[config.mk]
export PLATFORM = sky130hd
export DESIGN_NAME = fusiont_seq_ctrl
export DESIGN_NICKNAME = d
export VERILOG_FILES = /design/src/rtl/fusiont_seq_ctrl.sv
export SDC_FILE = /design/constraint.sdc
export NUM_CORES = 1
export LEC_CHECK = 0
export ABC_CLOCK_PERIOD_IN_PS = 4610
export CORE_ASPECT_RATIO = 0.8
export CORE_UTILIZATION = 55
export CTS_CLUSTER_SIZE = 10
export DETAILED_ROUTE_END_ITERATION = 7
export GPL_TIMING_DRIVEN = 0
export HOLD_SLACK_MARGIN = 0.02
export PLACE_DENSITY = 0.81
export RECOVER_POWER = 25
export SLEW_MARGIN = 25
export SYNTH_ARGS = -nofsm -noshare
export SYNTH_HDL_FRONTEND = slang
export SYNTH_SLANG_ARGS = --single-unit
[constraint.sdc]
create_clock -name clk -period 4.61 [get_ports clk]
set_input_delay 0.922 -clock clk [delete_from_list [all_inputs] [get_ports clk]]
set_output_delay 0.922 -clock clk [all_outputs]
set_load 0.02 [all_outputs]
[src/rtl/fusiont_seq_ctrl.sv]
// fusiont_seq_ctrl: registered sequencer producing one "start ##1 a[*A] then b[*B]"
// pattern per accepted go. The b phase either follows a (overlap=0) or shares the
// final a cycle (overlap=1).
//
// Ports:
//   clk, rst_n            clock, asynchronous active-low reset
//   go                    pattern request, sampled only while idle
//   a_len, bc_len         a/b phase lengths (CW bits), captured with go
//   overlap               1 = b starts on the last a cycle, 0 = b follows a
//   abort                 terminate the running pattern (no done pulse)
//   start, a, b, c        registered stimulus strobes (c = last b cycle)
//   busy, done            handshake: busy in every non-idle state, done one cycle
//   err_cfg               one-cycle pulse after a go with a zero length field
//   seq_cnt[15:0]         completed-pattern count (only with FUSIONT_SEQ_CNT_EN)
//
// Optional feature macro: FUSIONT_SEQ_CNT_EN
module fusiont_seq_ctrl #(
  parameter int unsigned CW = 4
) (
  input  logic          clk,
  input  logic          rst_n,
  input  logic          go,
  input  logic [CW-1:0] a_len,
  input  logic [CW-1:0] bc_len,
  input  logic          overlap,
  input  logic          abort,
  output logic          start,
  output logic          a,
  output logic          b,
  output logic          c,
  output logic          busy,
  output logic          done,
  output logic          err_cfg
`ifdef FUSIONT_SEQ_CNT_EN
  ,
  output logic [15:0]   seq_cnt
`endif
);

  localparam int unsigned SCW = 16;

  typedef enum logic [2:0] {
    S_IDLE  = 3'd0,
    S_START = 3'd1,
    S_A_PH  = 3'd2,
    S_BC_PH = 3'd3,
    S_DONE  = 3'd4
  } state_e;

  state_e        state_q, state_d;
  logic [CW-1:0] cnt_q, cnt_d;
  logic [CW-1:0] a_len_q, bc_len_q;
  logic          overlap_q;
  logic          cfg_ld;
  logic          cfg_ok;

  logic start_q, a_q, b_q, c_q, busy_q, done_q, err_cfg_q;
  logic start_d, a_d, b_d, c_d, busy_d, done_d, err_cfg_d;

  // State, counter and latched configuration
  always_ff @(posedge clk or negedge rst_n) begin
    if (!rst_n) begin
      state_q   <= S_IDLE;
      cnt_q     <= '0;
      a_len_q   <= '0;
      bc_len_q  <= '0;
      overlap_q <= 1'b0;
    end else begin
      state_q <= state_d;
      cnt_q   <= cnt_d;
      if (cfg_ld) begin
        a_len_q   <= a_len;
        bc_len_q  <= bc_len;
        overlap_q <= overlap;
      end
    end
  end

  // Next state / counter
  always_comb begin
    state_d   = state_q;
    cnt_d     = cnt_q;
    cfg_ld    = 1'b0;
    err_cfg_d = 1'b0;
    cfg_ok    = (a_len != '0) && (bc_len != '0);
    unique case (state_q)
      S_IDLE: begin
        cnt_d     = '0;
        err_cfg_d = go && !cfg_ok;
        if (go && !abort && cfg_ok) begin
          state_d = S_START;
          cfg_ld  = 1'b1;
        end
      end
      S_START: begin
        state_d = S_A_PH;
        cnt_d   = a_len_q;
      end
      S_A_PH: begin
        if (cnt_q == CW'(1)) begin
          if (overlap_q && (bc_len_q == CW'(1))) begin
            // fused single b cycle already emitted alongside the last a
            state_d = S_DONE;
            cnt_d   = '0;
          end else begin
            state_d = S_BC_PH;
            cnt_d   = overlap_q ? (bc_len_q - CW'(1)) : bc_len_q;
          end
        end else begin
          cnt_d = cnt_q - CW'(1);
        end
      end
      S_BC_PH: begin
        if (cnt_q == CW'(1)) begin
          state_d = S_DONE;
          cnt_d   = '0;
        end else begin
          cnt_d = cnt_q - CW'(1);
        end
      end
      S_DONE: begin
        state_d = S_IDLE;
      end
      default: begin
        state_d = S_IDLE;
        cnt_d   = '0;
      end
    endcase
    if (abort && (state_q != S_IDLE)) begin
      state_d = S_IDLE;
      cnt_d   = '0;
    end
  end

  // Output decode from the upcoming state/counter so the flops show it in step
  always_comb begin
    start_d = (state_d == S_START);
    a_d     = (state_d == S_A_PH);
    b_d     = (state_d == S_BC_PH) ||
              ((state_d == S_A_PH) && (cnt_d == CW'(1)) && overlap_q);
    c_d     = ((state_d == S_BC_PH) && (cnt_d == CW'(1))) ||
              ((state_d == S_A_PH) && (cnt_d == CW'(1)) && overlap_q &&
               (bc_len_q == CW'(1)));
    busy_d  = (state_d != S_IDLE);
    done_d  = (state_d == S_DONE);
  end

  // Output registers
  always_ff @(posedge clk or negedge rst_n) begin
    if (!rst_n) begin
      start_q   <= 1'b0;
      a_q       <= 1'b0;
      b_q       <= 1'b0;
      c_q       <= 1'b0;
      busy_q    <= 1'b0;
      done_q    <= 1'b0;
      err_cfg_q <= 1'b0;
    end else begin
      start_q   <= start_d;
      a_q       <= a_d;
      b_q       <= b_d;
      c_q       <= c_d;
      busy_q    <= busy_d;
      done_q    <= done_d;
      err_cfg_q <= err_cfg_d;
    end
  end

  assign start   = start_q;
  assign a       = a_q;
  assign b       = b_q;
  assign c       = c_q;
  assign busy    = busy_q;
  assign done    = done_q;
  assign err_cfg = err_cfg_q;

`ifdef FUSIONT_SEQ_CNT_EN
  logic [SCW-1:0] seq_cnt_q;

  // Completed-pattern counter, bumps as the done cycle begins
  always_ff @(posedge clk or negedge rst_n) begin
    if (!rst_n) begin
      seq_cnt_q <= '0;
    end else if (state_d == S_DONE) begin
      seq_cnt_q <= seq_cnt_q + SCW'(1);
    end
  end

  assign seq_cnt = seq_cnt_q;
`endif

endmodule
==> results of run 1 <==
## layout make-up
| type | count | area, um2 |
|---|---|---|
| buffer | 6 | 42.5 |
| clock buffer | 4 | 26.3 |
| fill | 166 | 662 |
| inverter | 9 | 33.8 |
| multi-input combinational | 85 | 688 |
| sequential | 23 | 576 |
| tap | 25 | 31.3 |
| timing repair buffer | 18 | 174 |
## synth_stat cells, drive strengths merged
| library cell | count |
|---|---|
| or3b | 1 |
| a22o | 3 |
| dfrtp | 23 |
| o21a | 1 |
| nor3b | 1 |
| nand2b | 3 |
| a31oi | 1 |
| nand2 | 6 |
| a21oi | 1 |
| o2111ai | 1 |
| and4 | 2 |
| or4bb | 4 |
| or2 | 1 |
| a31o | 1 |
| o22ai | 1 |
| a311o | 2 |
| nor2 | 9 |
| a222oi | 1 |
| and4bb | 1 |
| o21ai | 3 |
| inv | 9 |
| xnor2 | 2 |
| nor3 | 7 |
| or3 | 2 |
| a22oi | 1 |
| o311ai | 2 |
| or4b | 1 |
| mux2 | 7 |
| nor2b | 4 |
| buf | 6 |
| xor2 | 1 |
| a211oi | 2 |
| o31a | 1 |
| ha | 4 |
| nor4b | 1 |
| nor4 | 7 |
## flip-flops by register name, summed over array words and instances, names as in the netlist, 3 cells and up
| name | cells |
|---|---|
| bc_len_q | 4 |
| a_len_q | 4 |
| state_q | 3 |
| cnt_q | 4 |
## metrics by stage
stage / utilization, % / area (um2)
after floorplan: - / 1340
after global placement: 69.5 / 1550
after detailed placement: 69.5 / 1550
after CTS: 70.6 / 1580
after global routing: 70.4 / 1570
final: 70.4 / 1570
## kinds of logic after synthesis
| group | share of synthesized area (%) |
|---|---|
| AND/OR/NAND/NOR | 27.2 |
| AO/OA/AOI/OAI | 12.6 |
| XOR/XNOR | 1.96 |
| multiplexers | 5.88 |
| flip-flops | 43.0 |
| adder cells (fa/ha/maj) | 3.73 |
| buffers and inverters | 5.70 |
## per-layer routing
layer,vias to the layer above,share of wire (%),GRT usage (%),wire length (um)
met4,0,1.6,9.27,46
met5,-,0,0,0
met2,35,47,40.0,1330
li1,503,-,-,-
met3,7,4.8,7.02,137
met1,516,47,32.3,1340
## power by group through the flow
stage	Clock [W]	Sequential (W)	Combinational, W
after detailed placement	0	0.000273	0.000182
after global routing	0.000103	0.000274	0.000203
after floorplan	0	0.000268	0.000128
final	0.0000932	0.000269	0.000183
after CTS	0.0000972	0.000269	0.000184
after global placement	0	0.000271	0.000177
## worst max-delay path by stage
stage,startpoint,cells past startpoint,end
finish,bc_len[0],6,b
global route,go,5,a_len_q[2]
CTS,go,5,a_len_q[2]
detailed placement,go,5,a_len_q[2]
global placement,go,5,a_len_q[2]
floorplan,go,4,a_len_q[2]
==> metrics, run 1 <==
status finished, violations left; failing checks DRC; hold crit path type flip-flop to flip-flop; Setup Buffers After CTS 0; routed vias/inst 6.24; sequential area share after synthesis between 40% and 50%; worst slew pin tran about 1200 ps; commonest non-fill, non-tap cell in the layout dfrtp_1; CTS tree built; Hold Slack 540 ps; Reg clk slew, reported paths 120 ps; Post-DRT Antenna Nets 0; die area 0.00264 mm2; Overflow after GRT 0; area growth from synthesis to layout 17.3%; pre-CTS WS about 1700 ps; Leak between 0.6 and 0.7 nW; crit path cell chain clkdlybuf4s50_1, nor4_1, nor4_4, buf_6, nor2_1, o22ai_1; relative max-transition margin between 10% and 20%; net count reported at finish between 150 and 200; Synth warnings 0; Ports 20; initial antenna violation count 0; Avg Synthesized Cell Area between 10 and 15 um2; sequential group share of total power approximately half; GRT Util Overall between 20% and 30%; TritonCTS Buffers 3; Clock Skew approximately 4.4 ps; setup ws final between 1500 and 2000 ps; final std cells w/o fill 170; later-pin clock latency in the skew report ~320 ps; Crit. End Element flip-flop; hold_sp a_len_q[0]; cells on worst reg2reg path 7; worst path bufs/invs 2; CTS Sinks 23; Top Family by Delay on Critical Path simple AND/OR/NAND/NOR gates; setup tns final 0 ps; Hold Path Depth 1; via count 1061; final setup fails 0; max-slew violation count 0; Die Span X 57.2 um; Worst path slowest cell nor4_1; CP max FO 10; final hold vios 0; switching power between 0.00015 and 0.0002 W; RSZ-0062 raised after global routing no; clock tree buffer depth 2; proportion of layout cells with a drive suffix above 1 approximately 17%; vias in the first global route just over 1000; Syn Nets between 100 and 150; Setup CP Type input port to flip-flop; post-synthesis cell area about 0.0013 mm2; first-pass GRT wire length between 4000 and 5000 um; Post-Synthesis Cells ~120; Post-CTS Hold Buffers 0; Reg2Reg Launch Point cnt_q[1]; synth top area cells dfrtp_1, mux2_2, ha_1; RR Endpoint c; Synth top area share a little over two fifths; PD cells 347 mW/mm2; reg-to-reg slack, setup 2430 ps; CTS root buf clkbuf_4; largest net degree at the start of global routing 24; Initial Utilization ~60%; Largest stage delay, worst path 710 ps; Residual DRC 1; CP arrival approximately 2800 ps; Max Cap Viol 0; HPWL after detailed placement between 2000 and 2500 um; Clock power frac 17.1%; most frequent cells in the layout dfrtp_1, clkdlybuf4s50_1, inv_1, nor2_1; Die Ht about 46 um; Critical Path RT between 4000 and 5000 ps; DR iter-0 viols 48; synth unique cells 41; worst vdd ir roughly 0.21 mV; Switching Share approximately 34%; PnR Total Power about 0.00054 W; PostCTS Resize Cnt 0; H-tree depth 1; Hold Path End a_len_q[0]; core area between 0.002 and 0.0025 mm2; P_int between 0.0003 and 0.0004 W; total routed wirelength roughly 2900 um; Final Cycle Share between 50% and 60%; gpl congestion 0.905; WL/cell ~17 um; Comb power frac between 30% and 40%; DRT Pass-1 Iters 8; placed cells 166; max frequency ~380 MHz; Startpoint Class input port; port buffer count 18; cell taking the most area after synthesis dfrtp_1; number of synthesized register bits 23; # rows 15; ant diodes 0; clock period minus worst slack ~2600 ps
No activity file was read; power rests on OpenSTA's default activity.
==> inputs of run 2 (changes only) <==
Settings changed: ABC_CLOCK_PERIOD_IN_PS 4610 to 2100, CORE_UTILIZATION 55 to 48, PLACE_DENSITY 0.81 to 0.75.
Clock period 4.61 ns to 2.1 ns, I/O delays scaled along.
==> metrics, run 2 (synthesis results as in run 1) <==
final setup fails 0 (unchanged); via count 1110 (+4.6%); CTS root buf clkbuf_4; Clock Skew 12.5 ps (+8.06 ps); CP arrival 2290 ps (-530 ps); # rows 16 (+1); RSZ-0062 raised after global routing yes; Critical Path RT 2320 ps (-2490 ps); RR Endpoint c; WL/cell 16.2 um (-3.8%); ant diodes 0 (unchanged); reg-to-reg slack, setup 80 ps (-2350 ps); final hold vios 0 (unchanged); later-pin clock latency in the skew report 330 ps (about the same); relative max-transition margin 17.8% (-2.0 points); Regs by FF count a_len_q: 4 flops, bc_len_q: 4 flops, cnt_q: 4 flops; Max Cap Viol 0 (unchanged); Die Span X 61.1 um (+6.8%); Hold Slack 310 ps (-230 ps); Crit. End Element flip-flop; final core occ 68.7% (-1.7 points); commonest non-fill, non-tap cell in the layout dfrtp_1; Setup CP Type input port to flip-flop; Reg clk slew, reported paths 130 ps (about the same); Post-DRT Antenna Nets 0 (unchanged); gpl congestion 0.924 (+2.1%); first-pass GRT wire length 4860 um (+1.1%); status completed; worst vdd ir 0.537 mV (+150%); most frequent cells in the layout dfrtp_1, clkdlybuf4s50_1, buf_4, nor2_1, inv_1; max frequency 485 MHz; clock period minus worst slack between 2000 and 2500 ps; dpl cell area 0.00157 mm2 (+0.89%); port buffer count 18 (unchanged); die area 0.00301 mm2 (+14%); Final Cell Area 0.00175 mm2 (+11%); Post-CTS Hold Buffers 0 (unchanged); Reg2Reg Launch Point state_q[2]; worst slew pin tran 1230 ps (+30.0 ps); Largest stage delay, worst path 490 ps (-220 ps); DR iter-0 viols 51 (+6.3%); Worst path slowest cell or4b_4; max-slew violation count 0 (unchanged); Residual DRC 0 (-1); Leak 0.720 nW (+12%); Ports 20 (unchanged); Final Cycle Share 98.1%; TritonCTS Buffers 3 (unchanged); most used cell, CP buf_6; Initial Utilization 52.7% (-7.3 points); initial antenna violation count 0 (unchanged); core area 0.00254 mm2 (+14%); largest net degree at the start of global routing 24 (unchanged); hold crit path type input port to async pin; CTS Sinks 23 (unchanged); H-tree depth 1 (unchanged); clock tree buffer depth 2 (unchanged); CTS tree built; total routed wirelength 3150 um (+10%); Startpoint Class input port; DRT Pass-1 Iters 4 (-4); net count reported at finish 177 (+8.6%); area growth from synthesis to layout 30.3%; pre-CTS WS -368 ps (-2040 ps); Overflow after GRT 0 (unchanged); Die Ht 49.3 um (+6.7%); PD cells 734 mW/mm2 (+110%); CP max FO 10 (unchanged); crit path cell chain clkdlybuf4s50_1, or4b_4, nor4_4, buf_6, buf_6, nor3_1, nor4_2; vias in the first global route 1048 (+3.8%); GRT Util Overall 22.3% (-2.5 points); proportion of layout cells with a drive suffix above 1 31.4% (+14 points); HPWL after detailed placement 2230 um (+2.3%); cells on worst reg2reg path 6 (-1); setup ws final 38.9 ps (-1950 ps); routed vias/inst 5.69 (-8.8%)
run 2: layer usage:
layer	wire length (um)	vias up	GRT usage [%]
met5	0	-	0
met4	44	0	6.82
met3	254	6	8.75
met2	1470	48	33.7
met1	1380	526	28.9
li1	-	530	-
run 2: power by group:
group          internal (W)  switching, W
Sequential         0.000517     0.0000766
Combinational      0.000249      0.000225
Clock             0.0000716      0.000143
run 2: worst max-delay path: cells and delay by family:
kind          cells  cell delay (ps)
simple gates      4             1100
buf+inv           3              760
run 2: how the worst max path moves through the flow:
stage	startpoint	slack (ps)	cells past startpoint	endpoint
after floorplan	cnt_q[1]	220	7	c
final	go	40	7	c
after CTS	cnt_q[1]	6	7	c
after global routing	bc_len_q[1]	-20	7	c
after detailed placement	go	-370	5	a_len_q[2]
after global placement	go	-320	5	a_len_q[2]
run 2: timing repair:
| action | 4_1_cts | 5_1_grt |
|---|---|---|
| resized for setup | 6 | 10 |
| endpoints found under the setup margin | 3 | 3 |
| pin swaps | 4 | 6 |
| buffers inserted | 6 | 8 |
run 2: layout make-up:
class	count	area (um2)
Inverter	9	33.8
Buffer	6	45.0
Sequential cell	23	578
Tap cell	36	45.0
Fill cell	186	797
Clock inverter	1	5.00
Multi-Input combinational cell	85	733
Clock buffer	3	22.5
Timing Repair Buffer	32	283
run 2: metrics by stage:
| stage | instances | TNS (ps) | total power [W] |
|---|---|---|---|
| global route | 195 | -27.3 | 0.00136 |
| global placement | 177 | -2290 | 0.000990 |
| detailed placement | 177 | -2950 | 0.00100 |
| CTS | 187 | 0 | 0.00124 |
| floorplan | 123 | 0 | 0.000870 |
| finish | 195 | 0 | 0.00128 |
